[src/rtl/hex_keypad_entry.sv]
// 4x4 hex keypad scanner with debounce and a shifting 8-digit entry register.
// One column is driven low per scan tick; a single low row latches the key for debounce.
module hex_keypad_entry #(
  parameter int SCAN_DIV_BITS  = 15,
  parameter int DEBOUNCE_SCANS = 4
) (
  input  logic        clk,
  input  logic        rst_n,
  input  logic [3:0]  row,
  output logic [3:0]  col,
  input  logic        clear,
  output logic [3:0]  key_code,
  output logic        key_valid,
  output logic [31:0] value,
  output logic [3:0]  digit_count
);

  localparam int CW = (DEBOUNCE_SCANS < 2) ? 1 : $clog2(DEBOUNCE_SCANS + 1);
  localparam logic [CW-1:0] CNT_DONE = CW'(DEBOUNCE_SCANS);

  typedef enum logic [1:0] {SCAN, DEBOUNCE, PRESSED, RELEASE_WAIT} state_t;

  state_t                   state_q, state_d;
  logic [3:0]               row_meta, row_sync;
  logic [SCAN_DIV_BITS-1:0] div_q;
  logic                     tick;
  logic [1:0]               c_q, c_d, r_q, r_d, r_now;
  logic [CW-1:0]            cnt_q, cnt_d, cnt_inc;
  logic                     one_low, all_high;

  always_ff @(posedge clk or negedge rst_n) begin
    if (!rst_n) begin
      row_meta <= '1;
      row_sync <= '1;
      div_q    <= '0;
    end else begin
      row_meta <= row;
      row_sync <= row_meta;
      div_q    <= div_q + 1'b1;
    end
  end

  assign tick     = &div_q;
  assign all_high = &row_sync;

  always_comb begin
    one_low = 1'b0;
    r_now   = '0;
    unique case (row_sync)
      4'b1110: begin one_low = 1'b1; r_now = 2'd0; end
      4'b1101: begin one_low = 1'b1; r_now = 2'd1; end
      4'b1011: begin one_low = 1'b1; r_now = 2'd2; end
      4'b0111: begin one_low = 1'b1; r_now = 2'd3; end
      default: ;
    endcase
  end

  // State register
  always_ff @(posedge clk or negedge rst_n) begin
    if (!rst_n) begin
      state_q <= SCAN;
      c_q     <= '0;
      r_q     <= '0;
      cnt_q   <= '0;
    end else begin
      state_q <= state_d;
      c_q     <= c_d;
      r_q     <= r_d;
      cnt_q   <= cnt_d;
    end
  end

  // Next-state logic; cnt is shared between press debounce and release debounce
  always_comb begin
    state_d = state_q;
    c_d     = c_q;
    r_d     = r_q;
    cnt_d   = cnt_q;
    cnt_inc = cnt_q + 1'b1;
    case (state_q)
      SCAN: begin
        if (tick) begin
          if (one_low) begin
            r_d     = r_now;
            cnt_d   = CW'(1);
            state_d = (DEBOUNCE_SCANS <= 1) ? PRESSED : DEBOUNCE;
          end else begin
            c_d = c_q + 1'b1;
          end
        end
      end
      DEBOUNCE: begin
        if (tick) begin
          if (one_low && (r_now == r_q)) begin
            cnt_d = cnt_inc;
            if (cnt_inc == CNT_DONE) state_d = PRESSED;
          end else begin
            state_d = SCAN;
            c_d     = c_q + 1'b1;
          end
        end
      end
      PRESSED: begin
        cnt_d   = '0;
        state_d = RELEASE_WAIT;
      end
      RELEASE_WAIT: begin
        if (tick) begin
          if (all_high) begin
            cnt_d = cnt_inc;
            if (cnt_inc == CNT_DONE) begin
              state_d = SCAN;
              c_d     = c_q + 1'b1;
              cnt_d   = '0;
            end
          end else begin
            cnt_d = '0;
          end
        end
      end
      default: state_d = SCAN;
    endcase
  end

  // Output logic
  always_comb begin
    key_valid = (state_q == PRESSED);
    col       = ~(4'b0001 << c_q);
  end

  // key_code is loaded on entry to PRESSED so it is already valid during the key_valid pulse
  always_ff @(posedge clk or negedge rst_n) begin
    if (!rst_n) begin
      key_code <= '0;
    end else if ((state_d == PRESSED) && (state_q != PRESSED)) begin
      key_code <= {r_d, c_d};
    end
  end

  always_ff @(posedge clk or negedge rst_n) begin
    if (!rst_n) begin
      value       <= '0;
      digit_count <= '0;
    end else if (clear) begin
      value       <= '0;
      digit_count <= '0;
    end else if (key_valid) begin
      value <= {value[27:0], key_code};
      if (digit_count != 4'd8) digit_count <= digit_count + 1'b1;
    end
  end

endmodule

[config.mk]
export PLATFORM = sky130hd
export DESIGN_NAME = hex_keypad_entry
export DESIGN_NICKNAME = d
export VERILOG_FILES = /design/src/rtl/hex_keypad_entry.sv
export SDC_FILE = /design/constraint.sdc
export NUM_CORES = 1
export LEC_CHECK = 0
export ABC_AREA = 1
export CAP_MARGIN = 30
export CORE_ASPECT_RATIO = 0.75
export CORE_MARGIN = 3
export CORE_UTILIZATION = 50
export CTS_CLUSTER_DIAMETER = 100
export DETAILED_ROUTE_END_ITERATION = 10
export PLACE_DENSITY = 0.83
export SETUP_SLACK_MARGIN = 0.1
export SYNTH_ARGS = -nofsm -noshare
export SYNTH_HDL_FRONTEND = slang
export SYNTH_SLANG_ARGS = --single-unit
[constraint.sdc]
create_clock -name clk -period 2.4 [get_ports clk]
set_input_delay 0.48 -clock clk [delete_from_list [all_inputs] [get_ports clk]]
set_output_delay 0.48 -clock clk [all_outputs]
set_load 0.05 [all_outputs]
* After elaboration in Yosys (flattened, before gate mapping) *
Index checks and enable logic that the tools add are counted.

storage, ports and cells
  flip-flop bits (word level) = 72
  input port bits = 7
  output and inout bits = 45
  logic and storage cells = 78

operators by class
  add/subtract/negate cells = 4
  equality and inequality tests = 17
  shift-type cells = 1
  multiplexer cells = 35
  bitwise operators = 1
  reduce and logical (&&, ||, !) cells = 10

operators with widths
  cell                                                                    count
  32-bit two-way mux                                                      2
  2-bit two-way mux                                                       18
  3-bit two-way mux                                                       7
  15-bit by 1-bit adder with 15-bit output (second input constant)        1
  15-bit AND reduction                                                    1
  4-bit equality test (second input constant)                             3
  4-bit two-way mux                                                       3
  2-bit != test (second input constant)                                   6
  2-bit one-hot mux with 3 select lines                                   2
  3-bit one-hot mux with 4 select lines                                   1
  2-bit one-hot mux with 4 select lines                                   1
  2-bit equality test (second input constant)                             3
  5-bit AND reduction                                                     1
  4-bit by 1-bit adder with 4-bit output (second input constant)          1
  4-bit by 3-bit equality test with 1-bit output (second input constant)  1
  4-bit != test (second input constant)                                   1
  4-bit NOT                                                               1
  4-bit AND reduction                                                     1
  2-bit nonzero test                                                      2
  4-bit OR reduction                                                      1
  1-bit by 2-bit left shift with 4-bit output (first input constant)      1
  3-bit by 1-bit adder with 3-bit output (second input constant)          1
  3-bit equality test (second input constant)                             1
  2-bit by 1-bit adder with 2-bit output (second input constant)          1
  other kinds (6)                                                         7

* Longest topological paths before layout *
Gate-level depths: netlist of the first run.

  depth after elaboration = 9
  mapped depth = 14
  gate-level depth less buffers = 14

* Worst setup path after synthesis of the first run *
No wires, ideal clock.

  path kind = register to register
  start = register row_sync[1]
  end = register key_code[2]
  setup time = 0.074 ns
  data arrival time = 1.547 ns
  data required time = 2.326 ns
  slack = 0.779 ns
  cell stages (with the launch flop) = 13
  path buffers = 0
  cell sequence = dfstp_2 nand2_1 inv_1 nand2_2 nand2_2 inv_1 nor2_1 nand2_1 nor2_2 nand3_2 nor2_2 nand2_1 o21ai_2

between the ends
  cells in the longest elaborated chain, start to end = 9
  elaborated cells between the ends (all ways) = 22

RTL lines
  element                                                                                line    RTL
  start, declared                                                                        24      logic [3:0] row_meta, row_sync;
  start signal, assigned                                                                 38      row_sync <= row_meta;
  4-bit by 3-bit equality test with 1-bit output or 4-bit equality test (tied branches)  49      unique case (row_sync)
  2-bit one-hot mux with 3 select lines or 4-bit OR reduction (tied branches)            --
  2-bit equality test or 1-bit two-way mux (tied branches)                               94, 49
  1-bit logical AND                                                                      94      if (one_low && (r_now == r_q)) begin
  2-bit two-way mux                                                                      94
  2-bit two-way mux                                                                      93      if (tick) begin
  2-bit one-hot mux with 4 select lines                                                  80      case (state_q)
  2-bit equality test                                                                    135     end else if ((state_d == PRESSED) && (state_q != PRESSED)) begin
  1-bit logical AND                                                                      135
  end signal, assigned                                                                   136     key_code <= {r_d, c_d};
  end, declared                                                                          12      output logic [3:0] key_code,

Parallel ways exist; a longest one is shown, timed or not.
A chain may end at the register's enable or synchronous reset.

* Final worst setup path of the first run *
  start = register state_q[1]
  end = output key_valid

between the ends
  cells in the longest elaborated chain, start to end = 1

RTL lines
  element                 line  RTL
  start, declared         23    state_t state_q, state_d;
  start signal, assigned  66    state_q <= state_d;
  2-bit equality test     127   key_valid = (state_q == PRESSED);
  end, declared           13    output logic key_valid,

No other way between the ends.

==> results of run 1 <==
==> power by group through the flow <==
| stage | registers [mW] | logic, mW | clock network [mW] |
|---|---|---|---|
| 4_1_cts | 1.24 | 0.118 | 1.11 |
| 3_5_place_dp | 1.26 | 0.117 | 0 |
| 5_1_grt | 1.24 | 0.130 | 1.16 |
| 3_3_place_gp | 1.26 | 0.114 | 0 |
| 6_report | 1.24 | 0.116 | 1.09 |
| 2_1_floorplan | 1.28 | 0.0412 | 0 |
==> flip-flops by register name, indices dropped and copies added, names as in the netlist <==
signal       flops
value           32
digit_count      4
row_meta         4
state_q          2
r_q              2
row_sync         4
key_code         4
cnt_q            3
div_q           15
c_q              2
==> final cells by class <==
cell class	instances	area, um2
fill	452	1970
sequential	72	1810
multi-input combinational	207	1140
timing repair buffer	56	557
inverter	70	263
clock buffer	9	124
clock inverter	7	103
tap	78	97.6
==> Yosys cell counts (all sizes together) <==
cell	instances	area [um2]
buf	6	30.0
a22oi	1	7.51
o22ai	25	156
nand2	73	282
xnor2	4	35.0
inv	70	263
o21ai	19	103
a21oi	4	20.0
ha	9	113
nor4	1	6.26
xor2	9	78.8
nor3	3	36.3
nor2	18	77.6
o31ai	3	22.5
nand4	4	25.0
a31oi	1	6.26
or2	1	6.26
dfstp	8	210
nand3	32	170
clkbuf	2	7.51
dfrtp	64	1600
==> cell families (layout without fill, tap and decap cells) <==
group	Yosys count	count (layout)	share of synthesized area, %
AND/OR/NAND/NOR	132	132	18.5
buffers and inverters	78	142	9.22
AO/OA/AOI/OAI	53	53	9.68
flip-flops	72	72	55.6
adder cells (fa/ha/maj)	9	9	3.46
XOR/XNOR	13	13	3.50
==> critical path: cells and delay by family, from the launching register on <==
kind | cells | cell delay [ps]
buf+inv | 3 | 490
flops | 1 | 460
simple gates | 1 | 310
==> through the flow <==
stage                     hold slack, ps  instances  area (um2)  setup WS (ps)  utilization, %
after floorplan                      184        357        3260            779               -
final                                138        499        4100            312            67.6
after CTS                            149        499        4100            292            67.6
after detailed placement             347        483        3870            409            63.9
after global routing                 155        499        4100            172            67.6
after global placement               346        483        3870            443            63.9
==> how the worst max path moves through the flow <==
| stage | startpoint | cells past startpoint | slack, ps | end |
|---|---|---|---|---|
| detailed placement | c_q[0] | 3 | 410 | col[3] |
| global route | state_q[1] | 4 | 170 | key_valid |
| global placement | c_q[0] | 3 | 440 | col[3] |
| floorplan | row_sync[1] | 12 | 780 | key_code[2] |
| finish | state_q[1] | 4 | 310 | key_valid |
| CTS | c_q[0] | 3 | 290 | col[3] |
==> routing by layer <==
metal | wire (um) | track usage [%]
met5 | 0 | 0
met4 | 116 | 8.03
met3 | 552 | 8.33
met2 | 3340 | 31.6
met1 | 3130 | 26.4
==> results.txt, run 1 <==
Synth Register Bits = 72
Final Total Pwr = 2.44 mW
H-tree Lvls = 3
Max Cap Viol = 0
die width = 99.2 um
capturing element type of the critical path = primary output
layout cells sized above 1 = 11.4%
Mapped Nets = 373
final setup fails = 0
status = finished clean
max incr delay on CP = 460 ps
antenna violations before repair = 0
grt ovf = 0
most frequent cells in the layout = 70 x inv_1, 70 x nand2_1, 64 x dfrtp_1
post-CTS sizing = 1
clock network power share = 44.5%
Gate power share = 4.7%
NetSw = 576 uW
Int Power = 1.86 mW
period utilisation layout = 87.0%
clk sink count = 72
total negative setup slack = 0 ps
sequential power share = 50.8%
Ys Warns = 0
Unique masters post-synth = 27
Post-route DRC = 0
Placer Congestion = 0.845
post-synthesis cell area = 3260 um2
clk buf depth = 2
Die Ht = 75.9 um
P&R area growth vs syn = 25.9%
core area = 6070 um2
Hold Violations, Final = 0
CTS Hold Bufs = 0
vias after detailed routing = 2649
fin. max-slew vios = 0
switching part of the total = 23.6%
vias in the first global route = 2560
vias per inst = 5.31
Iteration-0 DRC Markers = 177
Avg Inst Size Synth = 9.12 um2
Final Skew = 8.13 ps
clock latency on the worst-skew pair = 350 ps
WL per Instance = 14.3 um
Leak = 1.92 nW
Cell Chain, Critical Path = inv_1 -> nor2_1 -> buf_4 -> buf_12
Port Buf Inserts = 51
drt pass-1 iters = 5
postcts setup bufs = 0
sequential share of the synthesized area = 55.6%
CTS tree = built
Initial Utilization = 53.7%
Hold WC Path Type = input port to asynchronous set/reset pin
All-Layer GR Usage = 20.5%
FF-to-FF Start = row_sync[0]
Worst Path Max Fanout = 7
Worst Reg-to-Reg Cells = 12
Critical Path RT = 1920 ps
Post-Synthesis Cells = 357
Site Rows = 24
Max stage delay cell, worst path = dfrtp_1
CTS Buf Count = 9
first-pass GRT wire length = 11.9 mm
Worst Path Arrival = 1610 ps
die area = 7530 um2
r2r setup slk = 430 ps
Antenna Cells = 0
P per Cell Area = 595 nW/um2
worst-margin pin slew = 565 ps
hpwl dp = 5.18 mm
Root Driver = clkbuf_8
Layout Nets = 432
RR Endpoint = key_code[2]
fin crit period = 2090 ps
Clock Pin Slew Worst Setup and Hold Paths = 90 ps
RSZ-0062 raised after global routing = false
CP Class = flop to primary output
WL final = 7.13 mm
Max Clk Rate = 0.479 GHz
Ports = 52
Critical Path Start Type = flop
largest net degree at the start of global routing = 73
Peak VDD IR = 0.337 mV
Max-Slew Margin vs Limit = 62.2%
Routed Antenna Nets = 0
(Power assumes the default switching activity.)
==> inputs of run 2 (changes only) <==
- SLEW_MARGIN: unset -> 20
==> results of run 2 <==
No change in the layout: final DEF, timing and power equal those of run 1.
